==> src/rtl/pipeline_hazard_ctrl.sv <==
// Decode-stage sequencer: RAW interlock via issue scoreboard (no forwarding), EX-branch squash, HLT drain/resume.
// Controls are combinational from state/scoreboard/ID inputs (zero latency); stalls hold PC and IF/ID and bubble ID/EX.
module pipeline_hazard_ctrl #(
    parameter int REG_ADR_W = 3,
    parameter int DEPTH     = 3,
    parameter int CNT_W     = 16
) (
    input  logic                 clk,
    input  logic                 reset,
    input  logic                 id_valid,
    input  logic [REG_ADR_W-1:0] id_rs_adr,
    input  logic [REG_ADR_W-1:0] id_rt_adr,
    input  logic                 id_reads_rs,
    input  logic                 id_reads_rt,
    input  logic                 id_regwrite,
    input  logic [REG_ADR_W-1:0] id_wadr,
    input  logic                 id_is_halt,
    input  logic                 ex_branch_taken,
    input  logic                 start,
    output logic                 pc_stall,
    output logic                 ifid_stall,
    output logic                 ifid_flush,
    output logic                 idex_bubble,
    output logic                 halted,
    output logic [DEPTH-1:0]     sb_busy,
    output logic [CNT_W-1:0]     stall_cnt
);

    typedef enum logic [1:0] {
        RUN    = 2'd0,
        DRAIN  = 2'd1,
        HALTED = 2'd2
    } state_t;

    state_t                 state_q, state_d;
    logic [DEPTH-1:0]       sb_v_q, sb_v_d;
    logic [REG_ADR_W-1:0]   sb_adr_q [DEPTH];
    logic [CNT_W-1:0]       stall_cnt_q;

    logic hit_rs, hit_rt, hazard, issue, cnt_inc;
    logic pc_stall_c, ifid_stall_c, ifid_flush_c, idex_bubble_c, halted_c;

    // The WB entry still counts: the register file is written on the same edge it would be read after.
    always_comb begin
        hit_rs = 1'b0;
        hit_rt = 1'b0;
        for (int i = 0; i < DEPTH; i++) begin
            if (sb_v_q[i] && (sb_adr_q[i] == id_rs_adr)) hit_rs = 1'b1;
            if (sb_v_q[i] && (sb_adr_q[i] == id_rt_adr)) hit_rt = 1'b1;
        end
        hazard = id_valid & ((id_reads_rs & hit_rs) | (id_reads_rt & hit_rt));
    end

    always_comb begin
        state_d       = state_q;
        issue         = 1'b0;
        cnt_inc       = 1'b0;
        pc_stall_c    = 1'b0;
        ifid_stall_c  = 1'b0;
        ifid_flush_c  = 1'b0;
        idex_bubble_c = 1'b0;
        halted_c      = 1'b0;
        case (state_q)
            RUN: begin
                if (ex_branch_taken) begin
                    ifid_flush_c  = 1'b1;
                    idex_bubble_c = 1'b1;
                end else if (id_valid && id_is_halt) begin
                    pc_stall_c    = 1'b1;
                    ifid_stall_c  = 1'b1;
                    idex_bubble_c = 1'b1;
                    state_d       = DRAIN;
                end else if (hazard) begin
                    pc_stall_c    = 1'b1;
                    ifid_stall_c  = 1'b1;
                    idex_bubble_c = 1'b1;
                    cnt_inc       = 1'b1;
                end else begin
                    issue = id_valid;
                end
            end
            DRAIN: begin
                pc_stall_c    = 1'b1;
                ifid_stall_c  = 1'b1;
                idex_bubble_c = 1'b1;
                if (sb_v_q == '0) state_d = HALTED;
            end
            HALTED: begin
                halted_c      = 1'b1;
                idex_bubble_c = 1'b1;
                if (start) begin
                    ifid_flush_c = 1'b1;
                    state_d      = RUN;
                end else begin
                    pc_stall_c   = 1'b1;
                    ifid_stall_c = 1'b1;
                end
            end
            default: state_d = RUN;
        endcase
    end

    assign sb_v_d = {sb_v_q[DEPTH-2:0], issue & id_regwrite};

    always_ff @(posedge clk or posedge reset) begin
        if (reset) begin
            state_q     <= RUN;
            sb_v_q      <= '0;
            stall_cnt_q <= '0;
            for (int i = 0; i < DEPTH; i++) sb_adr_q[i] <= '0;
        end else begin
            state_q     <= state_d;
            sb_v_q      <= sb_v_d;
            sb_adr_q[0] <= id_wadr;
            for (int i = 1; i < DEPTH; i++) sb_adr_q[i] <= sb_adr_q[i-1];
            if (cnt_inc && (stall_cnt_q != '1)) stall_cnt_q <= stall_cnt_q + CNT_W'(1);
        end
    end

    assign pc_stall    = pc_stall_c    & ~reset;
    assign ifid_stall  = ifid_stall_c  & ~reset;
    assign ifid_flush  = ifid_flush_c  & ~reset;
    assign idex_bubble = idex_bubble_c & ~reset;
    assign halted      = halted_c      & ~reset;
    assign sb_busy     = sb_v_q;
    assign stall_cnt   = stall_cnt_q;

endmodule

==> config.mk <==
export PLATFORM = sky130hd
export DESIGN_NAME = pipeline_hazard_ctrl
export DESIGN_NICKNAME = d
export VERILOG_FILES = /design/src/rtl/pipeline_hazard_ctrl.sv
export SDC_FILE = /design/constraint.sdc
export NUM_CORES = 1
export LEC_CHECK = 0
export ABC_AREA = 1
export CAP_MARGIN = 15
export CELL_PAD_IN_SITES_DETAIL_PLACEMENT = 0
export CELL_PAD_IN_SITES_GLOBAL_PLACEMENT = 1
export CORE_MARGIN = 4
export CORE_UTILIZATION = 38
export DETAILED_ROUTE_END_ITERATION = 8
export PLACE_DENSITY = 0.87
export SLEW_MARGIN = 15
export SYNTH_ARGS = -nofsm -noshare
export SYNTH_HDL_FRONTEND = slang
export SYNTH_SLANG_ARGS = --single-unit
==> constraint.sdc <==
create_clock -name clk -period 4.59 [get_ports clk]
set_clock_uncertainty 0.2 [all_clocks]
set_input_delay 0.459 -clock clk [delete_from_list [all_inputs] [get_ports clk]]
set_output_delay 0.459 -clock clk [all_outputs]
set_load 0.02 [all_outputs]
After elaboration in Yosys (flattened, before gate mapping)
Index checks and enable logic that the tools add are counted.

Add/sub/neg operators: 1. Eq/ne operators: 13. Mux-type cells: 29. Bitwise logic cells: 10. Reduce and logical (&&, ||, !) cells: 12.

Operators by type and width (count): $mux W1 (21); $eq A3 B3 Y1 (6); $add A16 B1 Y16 const B (1); $ne A16 B16 Y1 const B (1); $and A1 B1 Y1 (8); $logic_and A1 B1 Y1 (8); $mux W2 (4); $ne A2 B2 Y1 const B (4); $pmux W2 S3 (1); $pmux W1 S2 (2); $reduce_and A4 Y1 (1); $logic_not A3 Y1 (1); $pmux W1 S3 (1); $eq A2 B1 Y1 const B (1); $eq A2 B2 Y1 const B (1); $logic_not A2 Y1 (1); $reduce_or A2 Y1 (1); $not A1 Y1 (1); $or A1 B1 Y1 (1).

Flip-flop bits (word level): 30. Bits of input ports: 18. Output and inout bits: 24. Word-level logic and storage cells: 71.

Depth between registers and ports, before layout
Word-level depth: 13. Gate-level depth with buffers: 14. Gate-level depth less buffers: 13.

Least setup slack after synthesis
Ideal clock, no wire load.

Kind: input to output. Start: in id_rt_adr[1]. End: out pc_stall. Arrival time: 1.667 ns. Required time: 3.931 ns. Setup slack: 2.264 ns. Stages: 10. Buffers on the path: 1. Path through: inv_1 -> nor2_1 -> nor2_1 -> nand2_1 -> nand3_1 -> nand2_1 -> nand3_1 -> nand3_1 -> a21oi_1 -> buf_4.

Word-level cells in the longest chain between the ends: 13. Elaborated cells between the ends (all ways): 17. Those cells by class: 3 x eq/ne; 7 x mux; 4 x bitwise; 3 x reduce/logical.

Ends and longest elaborated chain: start, declared (line 12) `input logic [REG_ADR_W-1:0] id_rt_adr,`; $eq A3 B3 Y1 (line 49) `if (sb_v_q[i] && (sb_adr_q[i] == id_rt_adr)) hit_rt = 1'b1;`; $logic_and A1 B1 Y1 (line 49); $mux W1 (2 in series) (line 49); $mux W1 * (line 49); $and A1 B1 Y1 * (line 51) `hazard = id_valid & ((id_reads_rs & hit_rs) | (id_reads_rt & hit_rt));`; $or A1 B1 Y1 * (line 51); $and A1 B1 Y1 * (line 51); $mux W1 * (3 in series); $pmux W1 S3 *; $and A1 B1 Y1 *; end, declared (line 20) `output logic pc_stall,`.

Mark *: on every way between the ends. The rest lies on a longest branch, timed or not.

Final worst setup path
Start: in id_rs_adr[1]. End: out pc_stall.

Word-level cells in the longest chain between the ends: 13. Elaborated cells between the ends (all ways): 17. Those cells by class: 3 x eq/ne; 7 x mux; 4 x bitwise; 3 x reduce/logical.

Ends and longest elaborated chain: start, declared (line 11) `input logic [REG_ADR_W-1:0] id_rs_adr,`; $eq A3 B3 Y1 (line 48) `if (sb_v_q[i] && (sb_adr_q[i] == id_rs_adr)) hit_rs = 1'b1;`; $logic_and A1 B1 Y1 (line 48); $mux W1 (2 in series) (line 48); $mux W1 * (line 48); $and A1 B1 Y1 * (line 51); $or A1 B1 Y1 * (line 51); $and A1 B1 Y1 * (line 51); $mux W1 * (line 73) `end else if (hazard) begin`; $mux W1 * (line 68) `end else if (id_valid && id_is_halt) begin`; $mux W1 * (line 65) `if (ex_branch_taken) begin`; $pmux W1 S3 * (line 63) `case (state_q)`; $and A1 B1 Y1 * (line 120) `assign pc_stall = pc_stall_c & ~reset;`.

Marks and branches as above.

==> reports/metrics.yaml <==
nets: 323
powerDensity_nw_per_um2: 318
reg2reg_depth: 11
clock_path_buffers: 2
leakage_nw: 1.16
avgSynthCellArea_um2: 7.18
critical_path_buf_inv_count: 3
hold_buffers: 0
grt_pass1_wl_mm: 7.53
dr_total_vias: 1674
design_area_um2: 2360
dieArea_um2: 6020
outcome: "completed"
cts_made_buffers: 5
syn_area_um2: 1840
crit_chain: "clkdlybuf4s50_1 > inv_1 > nand2_1 > nand2_1 > nor2_1 > nand3_1 > nand3_1 > nand2_1 > nand3_1 > nand3_1 > a21oi_1 > clkdlybuf4s50_1"
wire_per_inst_um: 11.6
rows: 25
r2r_setup_slack_ns: 2.35
wirelength_mm: 4.09
yosysUniqueCellTypes: 25
cp_common_cell: "nand3_1"
die-width_um: 77.6
cp.required_ns: 3.93
vias_per_cell: 4.73
fillers: 501
min_period_ns: 3.17
peakVddDrop_mv: 0.157
hold_path_class: "flop to flop"
die_h_um: 77.6
post-route-period-util_pct: 69.0
endpoint: "pc_stall"
antenna_cells: 0
insertion_delay_ns: 0.28
clk_pin_slew_ns: 0.07
crit_path_max_incr_delay_ns: 0.63
cts_tree: "built"
setup_violations: 0
antenna_found_initial: 0
cts_resized: 0
cp_top_family: "buffers and inverters"
place_area_um2: 2270
crit_fanout: 5
portBuffers: 41
arrival_ns: 2.51
maxCapViolCount: 0
final_hold_viol_count: 0
crit_cells: 12
start_util_pct: 39.2
cpMaxStageDelayCell: "clkdlybuf4s50_1"
drv_slew: 0
drc: 0
overflow: 0
cts-root-buf: "clkbuf_8"
max_clock_freq_mhz: 316
critPathCaptureType: "output pin"
grt_pass1_vias: 1661
grt.total_usage_pct: 15.5
h-tree-depth: 2
relSlewSlack_pct: 74.4
gp_congestion: 0.878
yosys_register_bits: 30
io_pins: 42
cts.sinks: 30
postSynthCellCount: 256
fin_hold_ws_ns: 0.232
final_layout_size_suffix_gt1_share_pct: 5.00
cp-start-kind: "input pin"
first_pass_iters: 4
post_cts_buffers: 0
rsz0062_at_grt: "no"
worstSetupStartpoint: "id_rs_adr[1]"
first_iter_violations: 42
antenna_left: 0
seq_area_frac_synth_pct: 40.8
grt_start_max_net_pins: 31
core_um2: 4690
crit_type: "input pin to output pin"
syn_to_final_growth_pct: 28.5
ys_warn_count: 0
regToRegStartpoint: "state_q[1]"
place_hpwl_mm: 3.11
worstMarginPinSlew_ns: 0.384
worstReg2RegEnd: "stall_cnt[10]"
tns_ns: 0
syn-num-nets: 280
## state kept, by name, indices dropped and copies added (netlist names)
| signal | flops |
|---|---|
| stall_cnt | 16 |
| state_q | 2 |
| sb_busy | 3 |
| sb_adr_q | 9 |
## worst reg2reg max path, stage by stage (launching register included)
cell and delay (ns):
dfrtp_1 0.39, inv_1 0.12, ha_1 0.25, inv_1 0.07
nor2_1 0.13, nand3_1 0.11, a21oi_1 0.16, nand2_2 0.20
inv_2 0.31, nand2_1 0.09, nand2_1 0.06, nand2_1 0.04
## worst min-delay path by stage
stage,slack (ns),depth (start not counted),end,startpoint
finish,0.23,0,sb_adr_q[1],sb_adr_q[4]
floorplan,0.19,0,sb_adr_q[3],sb_adr_q[6]
global placement,0.22,0,sb_adr_q[1],sb_adr_q[4]
detailed placement,0.22,0,sb_adr_q[1],sb_adr_q[4]
global route,0.26,0,sb_adr_q[1],sb_adr_q[4]
CTS,0.24,0,sb_adr_q[1],sb_adr_q[4]
## per-layer routing
metal,wire (µm),part of all wire (%),GRT usage [%],vias to the layer above
met1,1940,47,20.2,748
met5,0,0,0,-
li1,-,-,-,884
met3,177,4.3,3.71,5
met4,45,1.1,4.80,0
met2,1930,47,25.5,37
## cell usage in the layout, fill, tap and decap left out, drive strengths merged, types with 2 or more instances in the layout
cell type,netlist,routed
xnor2,5,5
inv,30,30
xor2,9,9
a21oi,6,6
o21ai,8,8
nor4,4,4
nand3,14,14
nor2,27,27
nor3,4,4
clkdlybuf4s50,0,41
nand4,2,2
dfrtp,30,30
clkbuf,0,7
nand2,99,99
ha,6,6
## area by class of cell
class                      count  area [µm²]  share of cell area [%]
clock inverter                 1        5.00                   0.212
inverter                      30         113                    4.76
clock buffer                   7        86.3                    3.65
sequential                    30         751                    31.8
multi-input combinational    190         923                    39.1
tap                           54        67.6                    2.86
timing repair buffer          42         418                    17.7
## report_power, final
group / total [mW] / internal (mW) / leakage (nW) / switching, mW
Combinational: 0.225 / 0.0998 / 0.743 / 0.125
Sequential: 0.308 / 0.285 / 0.369 / 0.0227
Clock: 0.219 / 0.121 / 0.0482 / 0.0983
Total: 0.752 / 0.506 / 1.16 / 0.246
## synthesized netlist by cell type
library cell	count	area [µm²]
a21boi_0	1	7.51
a21oi_1	6	30.0
buf_4	4	30.0
buf_6	2	22.5
dfrtp_1	30	751
ha_1	6	75.1
inv_1	27	101
inv_2	3	11.3
nand2_1	97	364
nand2_2	2	12.5
nand3_1	14	70.1
nand3b_1	1	7.51
nand4_1	2	12.5
nor2_1	27	101
nor3_1	3	15.0
nor3_2	1	10.0
nor3b_1	1	7.51
nor4_1	4	25.0
o2111ai_1	1	8.76
o21ai_0	3	15.0
o21ai_1	5	25.0
o31ai_1	1	7.51
or2_2	1	6.26
xnor2_1	5	43.8
xor2_1	9	78.8
## metrics by stage
stage	cells	worst slack (ns)	total power, mW	util [%]
2_1_floorplan	256	2.26	0.453	-
3_3_place_gp	346	1.43	0.538	48.4
3_5_place_dp	346	1.42	0.540	48.4
4_1_cts	354	1.42	0.766	50.4
5_1_grt	354	1.12	0.807	50.4
6_report	354	1.42	0.752	50.4
## cells by family after synthesis
logic type / Yosys count / synth area share, %
adder cells (fa/ha/maj): 6 / 4.08
XOR/XNOR: 14 / 6.67
flip-flops: 30 / 40.8
AO/OA/AOI/OAI: 17 / 5.10
AND/OR/NAND/NOR: 153 / 34.4
buffers and inverters: 36 / 8.98
(Power assumes the default switching activity.)
